--- src/rtl/ac3_acc_quant.sv ---
// Accumulator and quantizer around the AC3 adder. It sums accepted operands,
// right-shifts the total, saturates it to Pa bits and hands it off on valid/ready.
module ac3_acc_quant #(
  parameter int M   = 16,
  parameter int Pa  = 8,
  parameter int Pw  = 4,
  parameter int MNO = 288,
  localparam int W  = $clog2(M) + Pa + Pw + $clog2(MNO),
  localparam int NW = $clog2(MNO + 1),
  localparam int SW = $clog2(W)
) (
  input  logic          clk,
  input  logic          rst_n,
  input  logic          start,
  input  logic [NW-1:0] n_ops,
  input  logic [SW-1:0] q_shift,
  input  logic          in_valid,
  output logic          in_ready,
  input  logic [W-1:0]  sum_in,
  output logic [W-1:0]  acc_out,
  output logic          out_valid,
  input  logic          out_ready,
  output logic [Pa-1:0] out_data,
  output logic          busy
);

  // Handshakes: a transfer happens on a rising edge where valid && ready are
  // both high; valid is never withdrawn and data stays stable until then.

  typedef enum logic [1:0] {IDLE, ACC, SHIFT, OUT} state_t;

  state_t        state, state_nxt;
  logic [NW-1:0] op_cnt;
  logic [SW-1:0] sh_cnt;
  logic          accept;

  function automatic logic [Pa-1:0] sat(input logic [W-1:0] x);
    return (|x[W-1:Pa]) ? {Pa{1'b1}} : x[Pa-1:0];
  endfunction

  assign in_ready  = (state == ACC);
  assign out_valid = (state == OUT);
  assign busy      = (state != IDLE);
  assign accept    = in_valid && in_ready;

  always_ff @(posedge clk or negedge rst_n) begin
    if (!rst_n) state <= IDLE;
    else        state <= state_nxt;
  end

  always_comb begin
    state_nxt = state;
    case (state)
      IDLE: begin
        if (start) begin
          if (n_ops != '0)        state_nxt = ACC;
          else if (q_shift != '0) state_nxt = SHIFT;
          else                    state_nxt = OUT;
        end
      end
      ACC: begin
        if (accept && op_cnt == NW'(1))
          state_nxt = (sh_cnt != '0) ? SHIFT : OUT;
      end
      SHIFT: begin
        if (sh_cnt == SW'(1)) state_nxt = OUT;
      end
      OUT: begin
        if (out_ready) state_nxt = IDLE;
      end
      default: state_nxt = IDLE;
    endcase
  end

  // Datapath; out_data is loaded on whichever edge moves the FSM into OUT.
  always_ff @(posedge clk or negedge rst_n) begin
    if (!rst_n) begin
      acc_out  <= '0;
      op_cnt   <= '0;
      sh_cnt   <= '0;
      out_data <= '0;
    end else begin
      case (state)
        IDLE: begin
          if (start) begin
            acc_out <= '0;
            op_cnt  <= n_ops;
            sh_cnt  <= q_shift;
            if (n_ops == '0 && q_shift == '0) out_data <= '0;
          end
        end
        ACC: begin
          if (accept) begin
            acc_out <= sum_in;
            op_cnt  <= op_cnt - NW'(1);
            if (op_cnt == NW'(1) && sh_cnt == '0) out_data <= sat(sum_in);
          end
        end
        SHIFT: begin
          acc_out <= acc_out >> 1;
          sh_cnt  <= sh_cnt - SW'(1);
          if (sh_cnt == SW'(1)) out_data <= sat(acc_out >> 1);
        end
        default: ;
      endcase
    end
  end

endmodule

--- config.mk ---
export PLATFORM = sky130hd
export DESIGN_NAME = ac3_acc_quant
export DESIGN_NICKNAME = d
export VERILOG_FILES = /design/src/rtl/ac3_acc_quant.sv
export SDC_FILE = /design/constraint.sdc
export NUM_CORES = 1
export LEC_CHECK = 0
export CAP_MARGIN = 10
export CORE_MARGIN = 3
export CORE_UTILIZATION = 48
export DETAILED_ROUTE_END_ITERATION = 10
export PLACE_DENSITY_LB_ADDON = 0.25
export SYNTH_ARGS = -nofsm -noshare
export SYNTH_HDL_FRONTEND = slang
export SYNTH_SLANG_ARGS = --single-unit
--- constraint.sdc ---
create_clock -name clk -period 3 [get_ports clk]
set_input_delay 0.6 -clock clk [delete_from_list [all_inputs] [get_ports clk]]
set_output_delay 0.6 -clock clk [all_outputs]
set_load 0.02 [all_outputs]
Yosys cells after proc, flatten, opt, wreduce, memory -nomap -nowiden:

Index checks and enable logic that the tools add are counted.

* input port bits: 44
* register bits after elaboration: 49
* output and inout bits: 36

* multiplexer cells: 24
* eq/ne operators: 12
* add/subtract/negate cells: 2
* reduce and logical (&&, ||, !) cells: 22

Operators with widths (number)
* one-hot mux 25 bit (3 select lines): 1
* two-way mux 8 bit: 7
* two-way mux 25 bit: 2
* one-hot mux 8 bit (3 select lines): 1
* two-way mux 9 bit: 2
* one-hot mux 9 bit (2 select lines): 1
* OR reduction 17 bit: 1
* OR reduction 16 bit: 1
* zero test 5 bit: 2
* two-way mux 2 bit: 5
* one-hot mux 5 bit (2 select lines): 1
* nonzero test 5 bit: 2
* equality test 9 x 1 -> 1 bit, second input constant: 1
* zero test 9 bit: 1
* nonzero test 9 bit: 1
* subtractor 9 x 1 -> 9 bit, second input constant: 1
* != test 2 x 1 -> 1 bit, second input constant: 4
* one-hot mux 2 bit (4 select lines): 1
* != test 2 bit, second input constant: 3
* AND reduction 3 bit: 2
* AND reduction 6 bit: 1
* nonzero test 2 bit: 3
* equality test 5 x 1 -> 1 bit, second input constant: 1
* two-way mux 5 bit: 1
* other kinds (9): 14

Depth between registers and ports, before layout:

* depth after elaboration: 5
* gate-level depth with buffers: 10

Least setup slack after synthesis:

Ideal clock, no wire load.

* kind: input to register
* start: input q_shift[3]
* end: register out_data[0]
* path buffers: 1
* stages: 6
* setup slack: 784 ps
* arrival time: 2091 ps
* cells stage by stage: or4_1 o21ai_0 nand3_1 a221o_1 buf_6 mux2_4

* cells in the longest elaborated chain, start to end: 4

RTL lines
* start: declaration: line 16 `input logic [SW-1:0] q_shift,`
* zero test 5 bit: line 89 `if (n_ops == '0 && q_shift == '0) out_data <= '0;`
* logical AND 1 bit: line 89
* != test 2 bit (no line)
* AND reduction 6 bit (no line)
* end signal: assignment: line 96 `if (op_cnt == NW'(1) && sh_cnt == '0) out_data <= sat(sum_in);`
* end signal: assignment: line 102 `if (sh_cnt == SW'(1)) out_data <= sat(acc_out >> 1);`
* end: declaration: line 23 `output logic [Pa-1:0] out_data,`

Every way passes these cells.
A chain may end at the register's enable or synchronous reset.

Final worst setup path:

* start: input q_shift[3]
* end: register out_data[1]

The elaborated chain is that of the path after synthesis.

==> results by group <==
Status
  – Status: complete, no violations

Synthesis
  – Register area share after synthesis: 0.428
  – Synth Register Bits: approximately 50
  – Syn Inst Count: around 320
  – Syn Std Cell Area: about 2900 um^2
  – Netlist cell types: 35
  – Synth Warn #: 0
  – Syn Area/Cell: about 9.0 um^2
  – Net Count, Synth: 370

Global routing
  – Vias in the first global route: between 2000 and 3000
  – Global-route wire length before repair: around 13 mm
  – GR peak layer: met2
  – Met3 GRT Util: 0.0466
  – Met2 usage: 0.380
  – Total gr overflow: 0
  – Antenna violations before repair: 0
  – Largest net degree at the start of global routing: 50
  – Met1 Use GR: 0.292
  – Global-route usage over all layers: 0.225

Floorplan
  – Core Rows: 27
  – Chip width: between 80 and 90 um
  – Core Region: around 5600 um^2
  – IO Pins: 80
  – Initial core utilization: 0.507
  – DIE AREA: just under 7000 um^2
  – Die Height: roughly 83 um

Final layout
  – Fin cells: about 460
  – Final net count: 440
  – Fill count: 467
  – Post-layout util: 0.671
  – Ant diodes: 0
  – Layout cells sized above 1: 0.0694
  – Design Area, Final: between 3000 and 4000 um^2
  – Layout Area Growth over Synthesis: 32.2%

STA
  – Slew Viols, Final: 0
  – Min Tclk post-route: about 2.6 ns
  – Worst Skew: 0.00655 ns
  – Final setup TNS: 0 ns
  – Slew headroom: 0.497
  – Minimum hold slack: between 0.15 and 0.2 ns
  – RSZ-0062 raised after global routing: no
  – Fmax: ~380 MHz
  – Final worst slack: ~0.40 ns
  – Worst Max-Slew Pin Slew: around 0.75 ns
  – Final hold vios: 0
  – Number of setup violations in the final report: 0
  – Tcrit/Tclk final: 0.866

Detailed routing
  – Routed vias: around 2800
  – Routed WL per cell: 16.9 um
  – Via/cell ratio: slightly above 6
  – Final ANT Viol Nets: 0
  – DRC: 0
  – DR iter-0 viols: ~180
  – Post-Route WL: approximately 7.8 mm
  – DR pass1 iterations: 5

Hold path
  – Type of the tightest min-delay check: in2async

Critical path
  – Arr. time, crit path: 2.81 ns
  – Setup crit start kind: primary input
  – Critical Path End Type: flop
  – Req. time, crit path: roughly 3.2 ns
  – Worst-path fanout max: 8
  – WS Path Type: in2reg

Clock network
  – Setup Buffers After CTS: 0
  – Cts bufs inserted: 5
  – Clock tree from TritonCTS: done
  – Clk buf depth: 2
  – Hold buffer count at CTS: 0
  – Gates resized, CTS repair: 0
  – Clk_lat worst skew: slightly above 0.3 ns
  – Clock sink total: slightly below 50
  – H-tree depth: 2
  – CTS root buf: clkbuf_8
  – Reg clk slew, reported paths: ~0.090 ns

Place
  – IO buf count: 79
  – Placed insts: around 450
  – DP Wirelength: approximately 5.5 mm
  – Dpl ws: about 0.13 ns
  – Placed cell areas: about 3700 um^2
  – GPL Wtd Cong: ~0.85

Power
  – PwrDens: approximately 1200 nW/um^2
  – Pwr Total: between 4 and 5 mW
  – VDD IR-drop max: slightly below 800 uV
  – Leakage dissipation: ~1.6 nW

Job
  – Max-cap violations: 0
-- cells in the mapped netlist --
| cell type | n | area (um^2) |
|---|---|---|
| clkbuf_1 | 18 | 67.6 |
| o32ai_1 | 1 | 8.76 |
| mux2_4 | 8 | 120 |
| a221o_1 | 1 | 10.0 |
| buf_6 | 1 | 11.3 |
| ha_1 | 8 | 100 |
| inv_1 | 13 | 48.8 |
| buf_2 | 1 | 5.00 |
| o221a_2 | 1 | 11.3 |
| buf_1 | 3 | 11.3 |
| o41ai_1 | 1 | 8.76 |
| o22ai_1 | 17 | 106 |
| nand4_1 | 2 | 12.5 |
| o21ai_0 | 11 | 55.1 |
| nor3_2 | 1 | 10.0 |
| o31ai_1 | 24 | 180 |
| mux2i_1 | 7 | 70.1 |
| a21oi_1 | 15 | 75.1 |
| a31oi_1 | 3 | 18.8 |
| nand3_1 | 11 | 55.1 |
| and3_1 | 3 | 18.8 |
| or2_2 | 1 | 6.26 |
| nor4b_2 | 1 | 15.0 |
| a22oi_1 | 24 | 180 |
| nand2_1 | 37 | 139 |
| or3_1 | 3 | 18.8 |
| dfrtp_1 | 49 | 1230 |
| nor2b_1 | 3 | 18.8 |
| nor3b_1 | 3 | 22.5 |
| and2_1 | 1 | 6.26 |
| nor2_1 | 23 | 86.3 |
| nor3_1 | 5 | 25.0 |
| nand2b_1 | 1 | 6.26 |
| nor4_1 | 16 | 100 |
| or4_1 | 1 | 7.51 |
-- cell usage in the layout (no fill, tap or decap), drive strengths merged, types with 11 or more instances in the layout --
| master | instances |
|---|---|
| a21oi | 15 |
| a22oi | 24 |
| clkdlybuf4s50 | 78 |
| dfrtp | 49 |
| inv | 13 |
| nand2 | 37 |
| nand3 | 11 |
| nor2 | 23 |
| nor4 | 16 |
| o21ai | 11 |
| o22ai | 17 |
| o31ai | 24 |
-- cell families after synthesis --
kind of cell,synth area share
DFF,0.428
muxes,0.0664
AOI/OAI and AO/OA,0.229
buffers and inverters,0.0503
adders and majority gates,0.0350
and+or+nand+nor,0.191
-- sequential cells by signal, indices dropped and copies added, names as in the netlist --
signal	cells
state	2
op_cnt	9
sh_cnt	5
acc_out	25
out_data	8
-- final timing paths --
check / startpoint / endpoint / slack [ns] / depth (start not counted)
setup / recovery: q_shift[3] / out_data[1] / 0.40 / 6
hold / removal: rst_n / acc_out[4] / 0.16 / 1
setup reg to reg: state[0] / out_data[1] / 0.56 / 7
hold reg to reg: acc_out[0] / acc_out[0] / 0.49 / 2
max in group asynchronous: rst_n / op_cnt[2] / 2.06 / 2
min in group clk: acc_out[0] / acc_out[0] / 0.49 / 2
-- final cells by class --
cell class	count	area, um^2	share of cell area
Inverter	13	48.8	0.0129
Clock buffer	6	72.6	0.0192
Tap cell	72	90.1	0.0238
Multi-Input combinational cell	233	1490	0.395
Clock inverter	2	15.0	0.00397
Timing Repair Buffer	86	838	0.222
Sequential cell	49	1230	0.324
-- routing by layer --
layer / routed length [um] / up-vias
met4: 116 / 0
met1: 3380 / 1362
met5: 0 / -
met2: 3760 / 103
li1: - / 1329
met3: 512 / 10
-- worst max-delay path, stage by stage --
cell and delay, ns:
clkdlybuf4s50_1 0.41, or4_1 0.51, o21ai_0 0.30, nand3_1 0.12, a221o_1 0.49, mux2_4 0.37
-- report_power, final --
part | total (mW) | switching (mW) | leakage (nW) | internal (mW)
clock network | 0.398 | 0.233 | 0.0374 | 0.165
logic | 2.72 | 1.56 | 0.898 | 1.16
registers | 1.32 | 0.348 | 0.628 | 0.974
(Power assumes the default switching activity.)
